<file path="src/rtl/id_stage.sv">
// MIPS decode stage: control decode, register file with write-back bypass, immediate/branch-target generation, load-use hazard detection.
// Latency 1 cycle into the ID/EX register; stall is combinational and a stall or flush loads a bubble instead of the decode.
module id_stage #(
    parameter int REG_COUNT = 32,
    parameter int DATA_W    = 32
) (
    input  logic              CLK,
    input  logic              RST,
    input  logic [DATA_W-1:0] Ins,
    input  logic [DATA_W-1:0] nextPC,
    input  logic              flush,
    input  logic              W_en,
    input  logic [4:0]        W_addr,
    input  logic [DATA_W-1:0] W_data,
    output logic              stall,
    output logic [DATA_W-1:0] rs_data,
    output logic [DATA_W-1:0] rt_data,
    output logic [DATA_W-1:0] imm_ext,
    output logic [DATA_W-1:0] br_target,
    output logic [4:0]        dest,
    output logic [DATA_W-1:0] pc4_out,
    output logic [2:0]        alu_op,
    output logic              alu_src,
    output logic              reg_write,
    output logic              mem_read,
    output logic              mem_write,
    output logic              branch,
    output logic              illegal
);
    localparam logic [2:0] ALU_ADD = 3'b000;
    localparam logic [2:0] ALU_SUB = 3'b001;
    localparam logic [2:0] ALU_AND = 3'b010;
    localparam logic [2:0] ALU_OR  = 3'b011;
    localparam logic [2:0] ALU_SLT = 3'b100;

    logic [DATA_W-1:0] r_regs [REG_COUNT];

    logic [5:0]        w_opcode;
    logic [5:0]        w_funct;
    logic [4:0]        w_rs;
    logic [4:0]        w_rt;
    logic [4:0]        w_rd;
    logic [DATA_W-1:0] w_imm;
    logic [DATA_W-1:0] w_rs_val;
    logic [DATA_W-1:0] w_rt_val;
    logic [2:0]        w_alu_op;
    logic              w_alu_src;
    logic              w_reg_write;
    logic              w_mem_read;
    logic              w_mem_write;
    logic              w_branch;
    logic              w_illegal;
    logic [4:0]        w_dest;
    logic              w_uses_rt;
    logic              w_bubble;

    assign w_opcode = Ins[31:26];
    assign w_funct  = Ins[5:0];
    assign w_rs     = Ins[25:21];
    assign w_rt     = Ins[20:16];
    assign w_rd     = Ins[15:11];
    assign w_imm    = {{(DATA_W-16){Ins[15]}}, Ins[15:0]};

    always_comb begin
        w_alu_op    = ALU_ADD;
        w_alu_src   = 1'b0;
        w_reg_write = 1'b0;
        w_mem_read  = 1'b0;
        w_mem_write = 1'b0;
        w_branch    = 1'b0;
        w_illegal   = 1'b0;
        w_dest      = 5'd0;
        w_uses_rt   = 1'b0;
        case (w_opcode)
            6'b000000: begin
                w_uses_rt   = 1'b1;
                w_reg_write = 1'b1;
                w_dest      = w_rd;
                case (w_funct)
                    6'b100000: w_alu_op = ALU_ADD;
                    6'b100010: w_alu_op = ALU_SUB;
                    6'b100100: w_alu_op = ALU_AND;
                    6'b100101: w_alu_op = ALU_OR;
                    6'b101010: w_alu_op = ALU_SLT;
                    default: begin
                        w_reg_write = 1'b0;
                        w_dest      = 5'd0;
                        w_illegal   = 1'b1;
                    end
                endcase
            end
            6'b001000: begin
                w_alu_src   = 1'b1;
                w_reg_write = 1'b1;
                w_dest      = w_rt;
            end
            6'b100011: begin
                w_alu_src   = 1'b1;
                w_mem_read  = 1'b1;
                w_reg_write = 1'b1;
                w_dest      = w_rt;
            end
            6'b101011: begin
                w_alu_src   = 1'b1;
                w_mem_write = 1'b1;
                w_uses_rt   = 1'b1;
            end
            6'b000100: begin
                w_branch    = 1'b1;
                w_alu_op    = ALU_SUB;
                w_uses_rt   = 1'b1;
            end
            default: w_illegal = 1'b1;
        endcase
    end

    // Operands see this edge's write-back so WB-to-ID never needs a stall.
    assign w_rs_val = (w_rs == 5'd0) ? '0 :
                      (W_en && W_addr == w_rs) ? W_data : r_regs[w_rs];
    assign w_rt_val = (w_rt == 5'd0) ? '0 :
                      (W_en && W_addr == w_rt) ? W_data : r_regs[w_rt];

    assign stall = !flush && mem_read && (dest != 5'd0) &&
                   ((dest == w_rs) || (dest == w_rt && w_uses_rt));
    assign w_bubble = flush || stall;

    always_ff @(posedge CLK or posedge RST) begin
        if (RST) begin
            for (int i = 0; i < REG_COUNT; i++) r_regs[i] <= '0;
        end else if (W_en && W_addr != 5'd0) begin
            r_regs[W_addr] <= W_data;
        end
    end

    always_ff @(posedge CLK or posedge RST) begin
        if (RST) begin
            rs_data   <= '0;
            rt_data   <= '0;
            imm_ext   <= '0;
            br_target <= '0;
            pc4_out   <= '0;
            dest      <= 5'd0;
            alu_op    <= ALU_ADD;
            alu_src   <= 1'b0;
            reg_write <= 1'b0;
            mem_read  <= 1'b0;
            mem_write <= 1'b0;
            branch    <= 1'b0;
            illegal   <= 1'b0;
        end else begin
            rs_data   <= w_rs_val;
            rt_data   <= w_rt_val;
            imm_ext   <= w_imm;
            br_target <= nextPC + (w_imm << 2);
            pc4_out   <= nextPC;
            if (w_bubble) begin
                dest      <= 5'd0;
                alu_op    <= ALU_ADD;
                alu_src   <= 1'b0;
                reg_write <= 1'b0;
                mem_read  <= 1'b0;
                mem_write <= 1'b0;
                branch    <= 1'b0;
                illegal   <= 1'b0;
            end else begin
                dest      <= w_dest;
                alu_op    <= w_alu_op;
                alu_src   <= w_alu_src;
                reg_write <= w_reg_write;
                mem_read  <= w_mem_read;
                mem_write <= w_mem_write;
                branch    <= w_branch;
                illegal   <= w_illegal;
            end
        end
    end
endmodule

</file>
<file path="config.mk">
export PLATFORM = sky130hd
export DESIGN_NAME = id_stage
export DESIGN_NICKNAME = d
export VERILOG_FILES = /design/src/rtl/id_stage.sv
export SDC_FILE = /design/constraint.sdc
export NUM_CORES = 2
export LEC_CHECK = 0
export CELL_PAD_IN_SITES_DETAIL_PLACEMENT = 1
export CELL_PAD_IN_SITES_GLOBAL_PLACEMENT = 1
export CORE_UTILIZATION = 40
export DETAILED_ROUTE_END_ITERATION = 10
export PLACE_DENSITY = 0.76
export SETUP_SLACK_MARGIN = 0.05
export SLEW_MARGIN = 20
export SYNTH_ARGS = -nofsm -noshare
export SYNTH_HDL_FRONTEND = slang
export SYNTH_SLANG_ARGS = --single-unit
</file>
<file path="constraint.sdc">
create_clock -name CLK -period 83.9 [get_ports CLK]
set_input_delay 16.78 -clock CLK [delete_from_list [all_inputs] [get_ports CLK]]
set_output_delay 16.78 -clock CLK [all_outputs]
set_load 0.02 [all_outputs]
</file>
==> metrics.yaml <==
outcome: "completed"
via_per_inst: 6.43
required_ps: 67120
power_frac_seq_pct: 43.2
pre_cts_slack_ps: 47720
drive_gt1_share_pct: 41.4
rows: 143
pwr-share-clk_pct: 36.2
synth-seq-cells: 1180
ios: 280
layout_min_cycle_time_ps: 36260
cts_tree: "yes"
yosysTopAreaCellShare_pct: 48.1
grt_overflow_total: 0
worst_pin_slew_ps: 1160
synth_cells: 4294
power_density_nw_per_um2: 24.7
die_y_um: 394
ys_top_cells_by_count: "dfrtp_1, mux2_2, mux4_2"
grt_usage_pct: 27.8
vias: 41760
post_synth_main_area_contributors: "dfrtp_1, mux2_2, mux4_2"
maxSlewViolCount: 0
drt_iter0_markers: 3801
internal_power_uw: 1240
place.gp.congestion: 0.839
start_util_pct: 40.3
wl_per_cell_um: 33.2
antenna_found_initial: 22
port_buffers: 279
cpLargestDelayFamily: "buffers and inverters"
switchingPower_uw: 495
synth.most_common_cell: "dfrtp_1"
hpwl_mm: 123
drv_cap: 0
fin_skew_ps: 30.0
first_global_vias: 45084
cts.repair.resized: 0
ys_warn_count: 0
fin_nets: 4480
swShare_pct: 28.5
finalSetupTns_ps: 0
fmax_mhz: 27.6
crit_type: "primary input to primary output"
dieWidth_um: 394
wirelength_mm: 215
rsz0062_at_grt: "false"
clk_latency_ps: 800
clk_pin_slew_ps: 60
htreeDepth: 4
crit_chain: "clkdlybuf4s50_1 > or3_1 > o22ai_1 > nand3_1 > a21oi_1 > nor2b_1 > clkdlybuf4s50_1"
dr.pass1.iters: 5
grt_pass1_wl_mm: 319
p_leak_uw: 0.0304
ir_drop_uv: 19.1
synth.largest_area_cell: "dfrtp_1"
dieArea_sq_um: 155000
synth_edf_count: 0
setup_slack_ps: 47640
ys_seq_area_share_pct: 48.1
syn-cell-area_sq_um: 61400
slew_headroom_pct: 22.1
drc: 0
comb_power_share_pct: 20.6
avgSynthCellArea_sq_um: 14.3
worstPathMaxFanout: 5
crit_top_cell: "clkdlybuf4s50_1"
fin_crit_sh_pct: 43.2
ant_nets: 0
root_buffer: "clkbuf_16"
worst-r2r-setup-slack_ps: 81620
finalHoldViolCount: 0
crit_slowest_cell: "clkdlybuf4s50_1"
min_path_type: "flip-flop to flip-flop"
synth_cell_types: 73
clk_path_buf_depth: 3
cts_num_sinks: 1180
cts_made_buffers: 137
synth_fp_nets: 4429
synthToLayoutAreaGrowth_pct: 14.5
max_stage_delay_ps: 640
cp_data_arrival_time_ps: 19480
cts_setup_buffers: 0
setup_viol: 0
crit_path_end_kind: "primary output"
core_sq_um: 152000
grt_start_max_net_pins: 168
async_flop_share_pct: 100
crit_buf_inv: 2
synth_top_flop_cell: "dfrtp_1"
startpoint_type: "primary input"
postCtsHoldBufs: 0
cells in the final DEF, fill, tap and decap left out, drive strengths merged, types with 9 or more instances in the layout:
master            n
dfrtp          1180
mux2           1025
mux4            409
mux2i           288
clkdlybuf4s50   250
clkbuf          201
buf             123
o21ai            98
a21oi            92
nand2            91
a221oi           84
nor2             75
a221o            41
a22oi            37
clkinv           31
ha               29
a211oi           28
nand3            27
and3             26
nor3             26
xnor2            25
a22o             24
xor2             21
inv              21
o221ai           18
o22ai            15
nand2b           14
o211ai           13
a31oi            12
o31ai            10
or2              10
bufinv            9
flip-flops by register name (all words and copies together) (netlist names):
signal and cells:
rt_data 32, mem_write 1, imm_ext 16, r_regs 1024, pc4_out 32, reg_write 1, branch 1, alu_src 1
alu_op 3, mem_read 1, dest 5, br_target 30, illegal 1, rs_data 32
power groups by stage:
stage	combinational (uW)	clock [uW]	sequential, uW
CTS	358	639	747
detailed placement	354	0	755
finish	358	629	751
floorplan	246	0	745
global placement	344	0	744
global route	380	660	762
cells by family after synthesis:
| group | synth area share, % |
|---|---|
| AO/OA/AOI/OAI | 6.08 |
| multiplexers | 38.5 |
| XOR/XNOR | 0.656 |
| adder cells (fa/ha/maj) | 0.623 |
| AND/OR/NAND/NOR | 2.49 |
| buffers and inverters | 3.61 |
| flip-flops | 48.1 |
metrics by stage:
stage | hold WS [ps] | total power, uW | instances | instance area, sq um | util [%]
final | 400 | 1740 | 6490 | 70300 | 46.2
after global routing | 411 | 1800 | 6486 | 70300 | 46.2
after CTS | 398 | 1740 | 6482 | 70400 | 46.2
after detailed placement | 383 | 1110 | 6236 | 65700 | 43.1
after global placement | 377 | 1090 | 6236 | 65700 | 43.1
after floorplan | 441 | 991 | 4294 | 61400 | -
final cells by class:
class                      count  area (sq um)
clock inverter                46           601
fill                       14910         81900
clock buffer                 200          4140
tap                         2030          2540
multi-input combinational   2636         30000
sequential                  1180         29500
timing repair buffer         374          3490
inverter                      16          67.6
antenna                        8          20.0
worst paths after layout:
path,from,end,cells after the start
max,Ins[27],stall,7
min in group asynchronous,RST,imm_ext[0],2
min reg2reg,r_regs[1004],r_regs[1004],0
max in group asynchronous,RST,pc4_out[0],6
max reg2reg,r_regs[605],rt_data[29],6
min,r_regs[1004],r_regs[1004],0
metal layers:
| layer | routed length (um) | up-vias | track usage (%) |
|---|---|---|---|
| met5 | 127 | - | 0 |
| met4 | 9980 | 20 | 12.2 |
| met3 | 17500 | 539 | 6.99 |
| met2 | 102000 | 1891 | 44.2 |
| met1 | 86200 | 22702 | 35.9 |
| li1 | - | 16608 | - |
(Power assumes the default switching activity.)
